$ cat config.mk
export PLATFORM = sky130hd
export DESIGN_NAME = floor_scheduler_flat
export DESIGN_NICKNAME = d
export VERILOG_FILES = /design/src/rtl/floor_scheduler_if.sv /design/src/rtl/floor_scheduler.sv /design/src/flat_wrapper.sv
export SDC_FILE = /design/constraint.sdc
export NUM_CORES = 1
export LEC_CHECK = 0
export BUFFER_PORTS_ARGS = -buffer_cell sky130_fd_sc_hd__buf_2
export CELL_PAD_IN_SITES_DETAIL_PLACEMENT = 0
export CELL_PAD_IN_SITES_GLOBAL_PLACEMENT = 2
export CORE_ASPECT_RATIO = 1.25
export CORE_MARGIN = 2
export CORE_UTILIZATION = 35
export DETAILED_ROUTE_END_ITERATION = 16
export GPL_TIMING_DRIVEN = 0
export PLACE_DENSITY_LB_ADDON = 0.1
export SLEW_MARGIN = 30
export SYNTH_ARGS = -nofsm -noshare
export SYNTH_HDL_FRONTEND = slang
export SYNTH_SLANG_ARGS = --single-unit
$ cat constraint.sdc
create_clock -name clk -period 3.15 [get_ports clk]
set_input_delay 0.945 -clock clk [delete_from_list [all_inputs] [get_ports clk]]
set_output_delay 0.945 -clock clk [all_outputs]
set_load 0.01 [all_outputs]
$ cat src/rtl/floor_scheduler_if.sv
`default_nettype none
// ============================================================================
// Module      : floor_scheduler_if
// Description : Control inputs and floor slot outputs of the floor scheduler.
//               The game controller side is the master; the scheduler is the
//               slave.
// Revision    : 1.0 - initial release
// ============================================================================
interface floor_scheduler_if;
  logic        run;
  logic        tick;
  logic [10:0] floor_pos_x0;
  logic [10:0] floor_pos_x1;
  logic [10:0] floor_pos_x2;
  logic [10:0] floor_pos_x3;
  logic [10:0] floor_pos_y0;
  logic [10:0] floor_pos_y1;
  logic [10:0] floor_pos_y2;
  logic [10:0] floor_pos_y3;
  logic [3:0]  enable;
  logic        busy;
  logic        spawn_pulse;
  logic        retire_pulse;

  modport master (
    output run, tick,
    input  floor_pos_x0, floor_pos_x1, floor_pos_x2, floor_pos_x3,
    input  floor_pos_y0, floor_pos_y1, floor_pos_y2, floor_pos_y3,
    input  enable, busy, spawn_pulse, retire_pulse
  );

  modport slave (
    input  run, tick,
    output floor_pos_x0, floor_pos_x1, floor_pos_x2, floor_pos_x3,
    output floor_pos_y0, floor_pos_y1, floor_pos_y2, floor_pos_y3,
    output enable, busy, spawn_pulse, retire_pulse
  );
endinterface
`default_nettype wire

$ cat src/rtl/floor_scheduler.sv
`default_nettype none
// ============================================================================
// Module      : floor_scheduler
// Description : Owns four floor slots. Each accepted scroll tick runs
//               SCROLL -> RETIRE -> SPAWN; new floor x positions come from a
//               16-bit Fibonacci LFSR folded into the legal spawn range.
// Revision    : 1.0 - initial release
// ============================================================================
module floor_scheduler #(
  parameter int          SCREEN_W = 640,
  parameter int          SPAWN_Y  = 480,
  parameter int          FLOOR_W  = 120,
  parameter int          STEP     = 2,
  parameter int          GAP      = 120,
  parameter int          TOP_Y    = 0,
  parameter logic [15:0] SEED     = 16'hACE1
) (
  input  wire logic         clk,
  input  wire logic         rst_n,
  floor_scheduler_if.slave  bus
);

  localparam logic [10:0] c_STEP     = 11'(STEP);
  localparam logic [10:0] c_GAP      = 11'(GAP);
  localparam logic [10:0] c_TOP_Y    = 11'(TOP_Y);
  localparam logic [10:0] c_SPAWN_Y  = 11'(SPAWN_Y);
  localparam logic [9:0]  c_XR_RANGE = 10'(SCREEN_W - FLOOR_W);

  typedef enum logic [1:0] {
    ST_IDLE   = 2'd0,
    ST_SCROLL = 2'd1,
    ST_RETIRE = 2'd2,
    ST_SPAWN  = 2'd3
  } state_t;

  state_t      r_state;
  logic [10:0] r_x [4];
  logic [10:0] r_y [4];
  logic [3:0]  r_en;
  logic [10:0] r_gap;
  logic [15:0] r_lfsr;
  logic        r_busy;
  logic        r_spawn;
  logic        r_retire;

  logic [10:0] w_gap_sum;
  logic [10:0] w_gap_sat;
  logic [3:0]  w_retire_mask;
  logic        w_any_free;
  logic [1:0]  w_free_idx;
  logic        w_fb;
  logic [15:0] w_lfsr_next;
  logic [9:0]  w_l10;
  logic [10:0] w_xr;

  // Saturating gap counter, retire candidates, lowest free slot and spawn x
  always_comb begin
    w_gap_sum = r_gap + c_STEP;
    w_gap_sat = (w_gap_sum > c_GAP) ? c_GAP : w_gap_sum;
    for (int i = 0; i < 4; i++) begin
      w_retire_mask[i] = r_en[i] && (r_y[i] <= c_TOP_Y);
    end
    w_any_free = ~&r_en;
    w_free_idx = 2'd0;
    for (int i = 3; i >= 0; i--) begin
      if (!r_en[i]) begin
        w_free_idx = 2'(i);
      end
    end
    w_fb        = r_lfsr[15] ^ r_lfsr[13] ^ r_lfsr[12] ^ r_lfsr[10];
    w_lfsr_next = {r_lfsr[14:0], w_fb};
    w_l10       = r_lfsr[9:0];
    // A single subtraction suffices: 1023 - 520 is still below 520
    w_xr        = {1'b0, (w_l10 < c_XR_RANGE) ? w_l10 : (w_l10 - c_XR_RANGE)};
  end

  // Sequencer and all slot state; every output is a register
  always_ff @(posedge clk or negedge rst_n) begin
    if (!rst_n) begin
      r_state  <= ST_IDLE;
      r_en     <= 4'b0000;
      r_gap    <= c_GAP;
      r_lfsr   <= SEED;
      r_busy   <= 1'b0;
      r_spawn  <= 1'b0;
      r_retire <= 1'b0;
      for (int i = 0; i < 4; i++) begin
        r_x[i] <= '0;
        r_y[i] <= '0;
      end
    end else begin
      r_spawn  <= 1'b0;
      r_retire <= 1'b0;
      case (r_state)
        ST_IDLE: begin
          if (bus.run && bus.tick) begin
            r_state <= ST_SCROLL;
            r_busy  <= 1'b1;
          end
        end
        ST_SCROLL: begin
          for (int i = 0; i < 4; i++) begin
            if (r_en[i]) begin
              r_y[i] <= (r_y[i] >= c_STEP) ? (r_y[i] - c_STEP) : '0;
            end
          end
          r_gap   <= w_gap_sat;
          r_state <= ST_RETIRE;
        end
        ST_RETIRE: begin
          // Retired slots keep stale x/y; only the enable bit drops
          r_en     <= r_en & ~w_retire_mask;
          r_retire <= |w_retire_mask;
          r_state  <= ST_SPAWN;
        end
        ST_SPAWN: begin
          if ((r_gap == c_GAP) && w_any_free) begin
            r_en[w_free_idx] <= 1'b1;
            r_y[w_free_idx]  <= c_SPAWN_Y;
            r_x[w_free_idx]  <= w_xr;
            r_gap            <= '0;
            r_lfsr           <= w_lfsr_next;
            r_spawn          <= 1'b1;
          end
          r_state <= ST_IDLE;
          r_busy  <= 1'b0;
        end
        default: begin
          r_state <= ST_IDLE;
          r_busy  <= 1'b0;
        end
      endcase
    end
  end

  assign bus.floor_pos_x0 = r_x[0];
  assign bus.floor_pos_x1 = r_x[1];
  assign bus.floor_pos_x2 = r_x[2];
  assign bus.floor_pos_x3 = r_x[3];
  assign bus.floor_pos_y0 = r_y[0];
  assign bus.floor_pos_y1 = r_y[1];
  assign bus.floor_pos_y2 = r_y[2];
  assign bus.floor_pos_y3 = r_y[3];
  assign bus.enable       = r_en;
  assign bus.busy         = r_busy;
  assign bus.spawn_pulse  = r_spawn;
  assign bus.retire_pulse = r_retire;

endmodule
`default_nettype wire

$ cat src/flat_wrapper.sv
// flat-port wrapper written by rule: the top's interface ports become plain ports
module floor_scheduler_flat 
#(
  parameter int          SCREEN_W = 640,
  parameter int          SPAWN_Y  = 480,
  parameter int          FLOOR_W  = 120,
  parameter int          STEP     = 2,
  parameter int          GAP      = 120,
  parameter int          TOP_Y    = 0,
  parameter logic [15:0] SEED     = 16'hACE1
)
  (clk, rst_n, bus_run, bus_tick, bus_floor_pos_x0, bus_floor_pos_x1, bus_floor_pos_x2, bus_floor_pos_x3, bus_floor_pos_y0, bus_floor_pos_y1, bus_floor_pos_y2, bus_floor_pos_y3, bus_enable, bus_busy, bus_spawn_pulse, bus_retire_pulse);
  floor_scheduler_if bus_i ();
  input  wire logic clk;
  input  wire logic rst_n;
  input wire logic [$bits(bus_i.run)-1:0] bus_run;
  input wire logic [$bits(bus_i.tick)-1:0] bus_tick;
  output wire logic [$bits(bus_i.floor_pos_x0)-1:0] bus_floor_pos_x0;
  output wire logic [$bits(bus_i.floor_pos_x1)-1:0] bus_floor_pos_x1;
  output wire logic [$bits(bus_i.floor_pos_x2)-1:0] bus_floor_pos_x2;
  output wire logic [$bits(bus_i.floor_pos_x3)-1:0] bus_floor_pos_x3;
  output wire logic [$bits(bus_i.floor_pos_y0)-1:0] bus_floor_pos_y0;
  output wire logic [$bits(bus_i.floor_pos_y1)-1:0] bus_floor_pos_y1;
  output wire logic [$bits(bus_i.floor_pos_y2)-1:0] bus_floor_pos_y2;
  output wire logic [$bits(bus_i.floor_pos_y3)-1:0] bus_floor_pos_y3;
  output wire logic [$bits(bus_i.enable)-1:0] bus_enable;
  output wire logic [$bits(bus_i.busy)-1:0] bus_busy;
  output wire logic [$bits(bus_i.spawn_pulse)-1:0] bus_spawn_pulse;
  output wire logic [$bits(bus_i.retire_pulse)-1:0] bus_retire_pulse;
  assign bus_i.run = bus_run;
  assign bus_i.tick = bus_tick;
  assign bus_floor_pos_x0 = bus_i.floor_pos_x0;
  assign bus_floor_pos_x1 = bus_i.floor_pos_x1;
  assign bus_floor_pos_x2 = bus_i.floor_pos_x2;
  assign bus_floor_pos_x3 = bus_i.floor_pos_x3;
  assign bus_floor_pos_y0 = bus_i.floor_pos_y0;
  assign bus_floor_pos_y1 = bus_i.floor_pos_y1;
  assign bus_floor_pos_y2 = bus_i.floor_pos_y2;
  assign bus_floor_pos_y3 = bus_i.floor_pos_y3;
  assign bus_enable = bus_i.enable;
  assign bus_busy = bus_i.busy;
  assign bus_spawn_pulse = bus_i.spawn_pulse;
  assign bus_retire_pulse = bus_i.retire_pulse;
  floor_scheduler #(.SCREEN_W(SCREEN_W), .SPAWN_Y(SPAWN_Y), .FLOOR_W(FLOOR_W), .STEP(STEP), .GAP(GAP), .TOP_Y(TOP_Y), .SEED(SEED)) u_core (.clk(clk), .rst_n(rst_n), .bus(bus_i));
endmodule
; ---- After elaboration in Yosys (flattened, before gate mapping)
; Cells that the tools add are included.
[classes]
addsub = 6
n_mul = 0
div = 0
magnitude_cmp = 14
eq_ne = 10
shifts = 0
n_mux = 32
n_bitwise = 10
n_reduce_logical = 23
[op_table]
columns = op, n
row1 = two-way mux 11 bit, 11
row2 = case mux 44 bit (2 select lines), 1
row3 = bitwise mux 44 bit, 1
row4 = >= comparator 11 x 2 -> 1 bit (second input constant), 4
row5 = <= comparator 11 x 1 -> 1 bit (second input constant), 4
row6 = two-way mux 44 bit, 1
row7 = subtractor 11 x 2 -> 11 bit (second input constant), 4
row8 = AND 28 bit, 1
row9 = inverter 28 bit, 1
row10 = demux 11 bit (select 2 bit), 1
row11 = case mux 11 bit (2 select lines), 1
row12 = OR 16 bit, 1
row13 = inequality test 2 x 1 -> 1 bit (second input constant), 6
row14 = AND reduction 3 bit, 4
row15 = adder 11 x 2 -> 11 bit (second input constant), 1
row16 = == test 11 x 7 -> 1 bit (second input constant), 1
row17 = greater-than comparator 11 x 7 -> 1 bit (second input constant), 1
row18 = < comparator 10 bit (second input constant), 1
row19 = two-way mux 10 bit, 1
row20 = two-way mux 2 bit, 5
row21 = subtractor 10 bit (second input constant), 1
row22 = logical AND 1 bit, 8
row23 = case mux 2 bit (4 select lines), 1
row24 = case mux 4 bit (2 select lines), 1
row25 = 21 further kinds, 33
[totals]
register_bits = 124
latch_bits = 0
ram_bits = 0
romBits = 0
output_inout_bits = 95
word_cells = 110
n_memories = 0

; ---- Logic depth before layout (Yosys ltp)
[logic_depth]
ltp_word = 13
ltp_mapped = 9

; ---- Least setup slack after synthesis
; Ideal clock, no wire load.
[synth_path]
path_kind = register -> register
from = register u_core.r_gap[4]
to = register u_core.r_y (netlist bit u_core.bus.floor_pos_y1[3])
setup_time_ns = 0.131
arrival_time_ns = 2.271
setup_slack_ns = 0.748
path_stages_with_launch = 8
path_buffers = 2
period_less_slack_ns = 2.402
cell_sequence = dfstp_2 -> clkbuf_1 -> nand3_1 -> or4_1 -> o2bb2a_1 -> clkbuf_1 -> a31oi_1 -> a21oi_1
[synth_via]
elab_chain_len = 4
[synth_lines]
columns = element, line_no
row1 = start: declaration, floor_scheduler.sv:40  ; logic [10:0] r_gap;
row2 = start signal: assignment, floor_scheduler.sv:82  ; r_gap <= c_GAP;
row3 = start signal: assignment, floor_scheduler.sv:107  ; r_gap <= w_gap_sat;
row4 = == test 11 x 7 -> 1 bit, floor_scheduler.sv:117  ; if ((r_gap == c_GAP) && w_any_free) begin
row5 = logical AND 1 bit, floor_scheduler.sv:117
row6 = inequality test 2 x 1 -> 1 bit (no source line), n/a
row7 = AND reduction 3 bit (no source line), n/a
row8 = end signal: indexed assignment, floor_scheduler.sv:104  ; r_y[i] <= (r_y[i] >= c_STEP) ? (r_y[i] - c_STEP) : '0;
row9 = end signal: indexed assignment, floor_scheduler.sv:119  ; r_y[w_free_idx] <= c_SPAWN_Y;
row10 = end: declaration, floor_scheduler.sv:38  ; logic [10:0] r_y [4];
; Every way passes these cells.
; A chain may end at the register's enable or synchronous reset.

; ---- Worst setup path in the final report
[layout_path]
from = register u_core.r_gap[4]
to = register u_core.r_y (netlist bit u_core.bus.floor_pos_y3[10])
; The elaborated chain is that of the path after synthesis.

==> reports/results.md <==
Status
- result of the run: finished clean

Power and ir drop
- worst IR drop on VDD: 0.338 mV
- Clock Power Share: 44.8%
- Static Leak: 3.60 nW
- share of power burned in combinational logic: 16.8%
- power share of the sequential group: 38.4%
- share of total power consumed by net switching: 29.8%
- reported net switching power: 1.26 mW
- total internal power: 2.97 mW
- power density of the placed cells: 570 nW/µm²

Clock network
- Max H-tree Level: 4
- clock latency of the later-clocked register in the worst-skew pair: 0.42 ns
- clock transition time at the flip-flop clock pins of the worst setup and hold paths: 0.05 ns
- number of hold-repair buffers added at the cts stage: 0
- clock root buffer: sky130_fd_sc_hd__clkbuf_16
- # clock sinks: 119
- CTS tree: done
- post-CTS sizing: 0
- CTS max path bufs: 2
- post-CTS setup buffers: 0
- Inserted Clock Buffers: 17

Route
- number of violations reported at the end of detailed-routing iteration 0: 224
- DR pass1 iterations: 4
- average via count per standard cell: 5.35
- via count of the routed design: 5247
- post-DR wirelength/cell: 17.3 µm
- Routed WL: 17000 µm
- number of DRC violations after detailed routing: 0
- Antenna Violating Nets Remaining: 0

Synth
- mean instance size in the synthesized netlist: 9.57 µm²
- Unique masters post-synth: 77
- most frequently used flop master after synthesis: sky130_fd_sc_hd__dfrtp_1
- library cell occupying the most area in the post-synthesis netlist: sky130_fd_sc_hd__dfrtp_1
- ranking of synthesized cells by instance count: sky130_fd_sc_hd__dfrtp_1 (107), sky130_fd_sc_hd__nand2_1 (92), sky130_fd_sc_hd__nor2_1 (38)
- EDFF count, synth: 0
- most common cell in the synthesized netlist: sky130_fd_sc_hd__dfrtp_1
- yosys warns: 0
- post-synthesis mux area share: 3.69%
- sequential-to-total area share from yosys stat: 49.6%
- Synth Instances: 631
- post-synthesis share of cell area spent on full adders, half adders and majority gates: 2.28%
- asr flop ratio synth: 100%
- area share of the largest cell type after synthesis: 44.3%
- fraction of synthesized cell area in xor and xnor cells: 1.31%
- flop and latch count out of synthesis: 119
- largest family of logic cells by synthesized area: simple AND/OR/NAND/NOR gates
- post-synthesis compound-gate area fraction: 18.3%
- fraction of the mapped netlist area in simple logic gates: 20.5%
- combined area of all synthesized cells: 6040 µm²
- synth top area cells: sky130_fd_sc_hd__dfrtp_1 (44%), sky130_fd_sc_hd__nand2_1 (5.7%), sky130_fd_sc_hd__dfstp_2 (5.2%)

STA
- setup-violating endpoint count in the final report: 0
- slew at the pin closest to its max-slew limit: 0.863 ns
- setup repair after global routing missed its margin: no
- tightest slew margin relative to the limit: 42.0%
- clock period minus final worst setup slack: 2.90 ns
- final worst path period share: 91.9%
- Max Clock Freq: 345 MHz
- number of pins with negative max-slew slack in the final report: 0
- number of failing hold endpoints at the final stage: 0
- Clock Skews: 0.00831 ns

GRT
- largest net degree at the start of global routing: 74
- number of global-route vias before repair: 5266
- first-pass GRT wire length: 27200 µm
- global-route congestion overflow total: 0
- antenna violations before repair: 0
- global-route total usage across every layer: 19.2%

Setup path
- Required @ worst endpoint: 3.43 ns
- worst reg2reg path startpoint: u_core.r_gap[4]$_DFFE_PN1P_
- logic depth of the worst register-to-register path: 8
- largest stage delay on the critical path: 0.61 ns
- library cell contributing the largest single delay on the critical path: sky130_fd_sc_hd__or4_1
- buffers and inverters on the worst path: 3
- endpoint of the worst register-to-register path: u_core.bus.floor_pos_y3[10]$_DFFE_PN0P_
- largest fanout on the critical path: 10
- critical path type: flop to flop
- kind of cell adding the most delay to the critical path: simple AND/OR/NAND/NOR gates
- R2R Setup Slk: 0.25 ns
- CP Cell Sequence: clkbuf_1 -> nand3_1 -> or4_1 -> buf_4 -> clkinv_2 -> a21boi_1 -> a21oi_2 -> o221ai_1
- startpoint type of the worst setup path: flop
- startpoint of the worst setup timing path: u_core.r_gap[4]$_DFFE_PN1P_
- Crit path arrival time: 3.18 ns
- type of element capturing the critical path: flop

Finish
- share of the core filled with cells in the final layout: 44.1%
- ratio of cells with drive above 1 in the final layout: 24.5%
- final cell count without fillers: 980
- Final Net Count: 763
- diode count: 0
- area growth from synthesis to final layout: 23.0%

Floorplan
- number of rows created at floorplan: 53
- Starting Density: 35.8%
- Std-Cell Core Area: 16800 µm²
- DIE WIDTH: 121 µm
- DIE AREA: 18300 µm²
- Die Y: 151 µm
- Top-Level Pins: 99

Hold path
- worst min-delay path category: input pin to asynchronous set/reset pin

Placement
- routability cong.: 0.794
- half-perimeter wire length of the detailed placement result: 12200 µm
- count of buffers inserted at the top-level ports: 94
- cell total after placement: 949

Run
- # Max-Cap Violations: 0

## power by group through the flow
stage / clock (mW) / sequential, mW / combinational, mW
final: 1.90 / 1.63 / 0.709
after floorplan: 0 / 1.64 / 0.458
after detailed placement: 0 / 1.65 / 0.714
after global routing: 2.01 / 1.63 / 0.785
after global placement: 0 / 1.65 / 0.693
after CTS: 1.95 / 1.63 / 0.720
## worst max-delay path by stage
stage                                               to  cells after the start
2_1_floorplan   u_core.bus.floor_pos_y1[3]$_DFFE_PN0P_                      7
3_3_place_gp    u_core.bus.floor_pos_y0[2]$_DFFE_PN0P_                      1
3_5_place_dp    u_core.bus.floor_pos_x0[7]$_DFFE_PN0P_                      6
4_1_cts         u_core.bus.floor_pos_x0[5]$_DFFE_PN0P_                      6
5_1_grt        u_core.bus.floor_pos_y3[10]$_DFFE_PN0P_                      8
6_report       u_core.bus.floor_pos_y3[10]$_DFFE_PN0P_                      8
## cell type report
type | instances | area, µm²
fill | 1677 | 9420
sequential | 119 | 2990
multi-input combinational | 453 | 2820
timing repair buffer | 95 | 508
clock buffer | 19 | 443
tap | 220 | 275
buffer | 29 | 134
clock inverter | 12 | 129
inverter | 33 | 125
## worst register-to-register path, delay by kind of cell, from the launching register on
kind | cells | cell delay [ns]
compound gates | 3 | 0.61
simple gates | 2 | 1.02
buf+inv | 3 | 0.63
flops | 1 | 0.51
## placed cells by master, fill, tap and decap left out, types with 7 or more instances in the layout
cell type	n
sky130_fd_sc_hd__or4_1	7
sky130_fd_sc_hd__nor4_1	12
sky130_fd_sc_hd__o21ai_0	26
sky130_fd_sc_hd__mux2_2	15
sky130_fd_sc_hd__buf_2	95
sky130_fd_sc_hd__inv_1	32
sky130_fd_sc_hd__o21ai_1	31
sky130_fd_sc_hd__a31oi_1	11
sky130_fd_sc_hd__clkbuf_16	17
sky130_fd_sc_hd__dfstp_2	12
sky130_fd_sc_hd__ha_1	11
sky130_fd_sc_hd__dfrtp_1	107
sky130_fd_sc_hd__clkbuf_1	20
sky130_fd_sc_hd__nor2_1	38
sky130_fd_sc_hd__a21oi_1	29
sky130_fd_sc_hd__xnor2_1	9
sky130_fd_sc_hd__nand2_1	92
sky130_fd_sc_hd__nand3_1	14
sky130_fd_sc_hd__nor3_1	26
## routing by layer
metal / GRT usage (%) / share of wire, %
met3: 4.03 / 4.0
met1: 22.8 / 43
met5: 0 / 0
met4: 8.22 / 2.4
met2: 33.5 / 50
## kinds of logic (layout without fill, tap and decap cells)
group / count (synthesis) / in the layout
flip-flops: 119 / 119
multiplexers: 20 / 20
XOR/XNOR: 9 / 9
adder cells (fa/ha/maj): 11 / 11
other: 1 / 4
buffers and inverters: 62 / 188
AND/OR/NAND/NOR: 246 / 246
AO/OA/AOI/OAI: 163 / 163
## registers in the layout, indices dropped and copies added (netlist names)
register	flops
u_core.bus.floor_pos_y0	11
u_core.bus.floor_pos_x1	10
u_core.bus.spawn_pulse	1
u_core.bus.floor_pos_y1	11
u_core.r_lfsr	16
u_core.r_state	2
u_core.bus.floor_pos_x0	10
u_core.bus.floor_pos_y3	11
u_core.bus.floor_pos_y2	11
u_core.bus.busy	1
u_core.r_gap	10
u_core.bus.floor_pos_x3	10
u_core.bus.floor_pos_x2	10
u_core.bus.enable	4
u_core.bus.retire_pulse	1
## stage by stage
step                      hold WS [ns]  setup slack [ns]  setup TNS (ns)  power (mW)  cell area, µm²
after floorplan                  0.435             0.748               0        2.10            6050
after global routing             0.432          0.000770               0        4.43            7420
final                            0.422             0.254               0        4.23            7420
after global placement           0.444            -0.451          -47.07        2.34            6800
after detailed placement         0.456             0.257               0        2.37            6830
after CTS                        0.421             0.216               0        4.29            7400
Power figures use the tool's default switching activity.
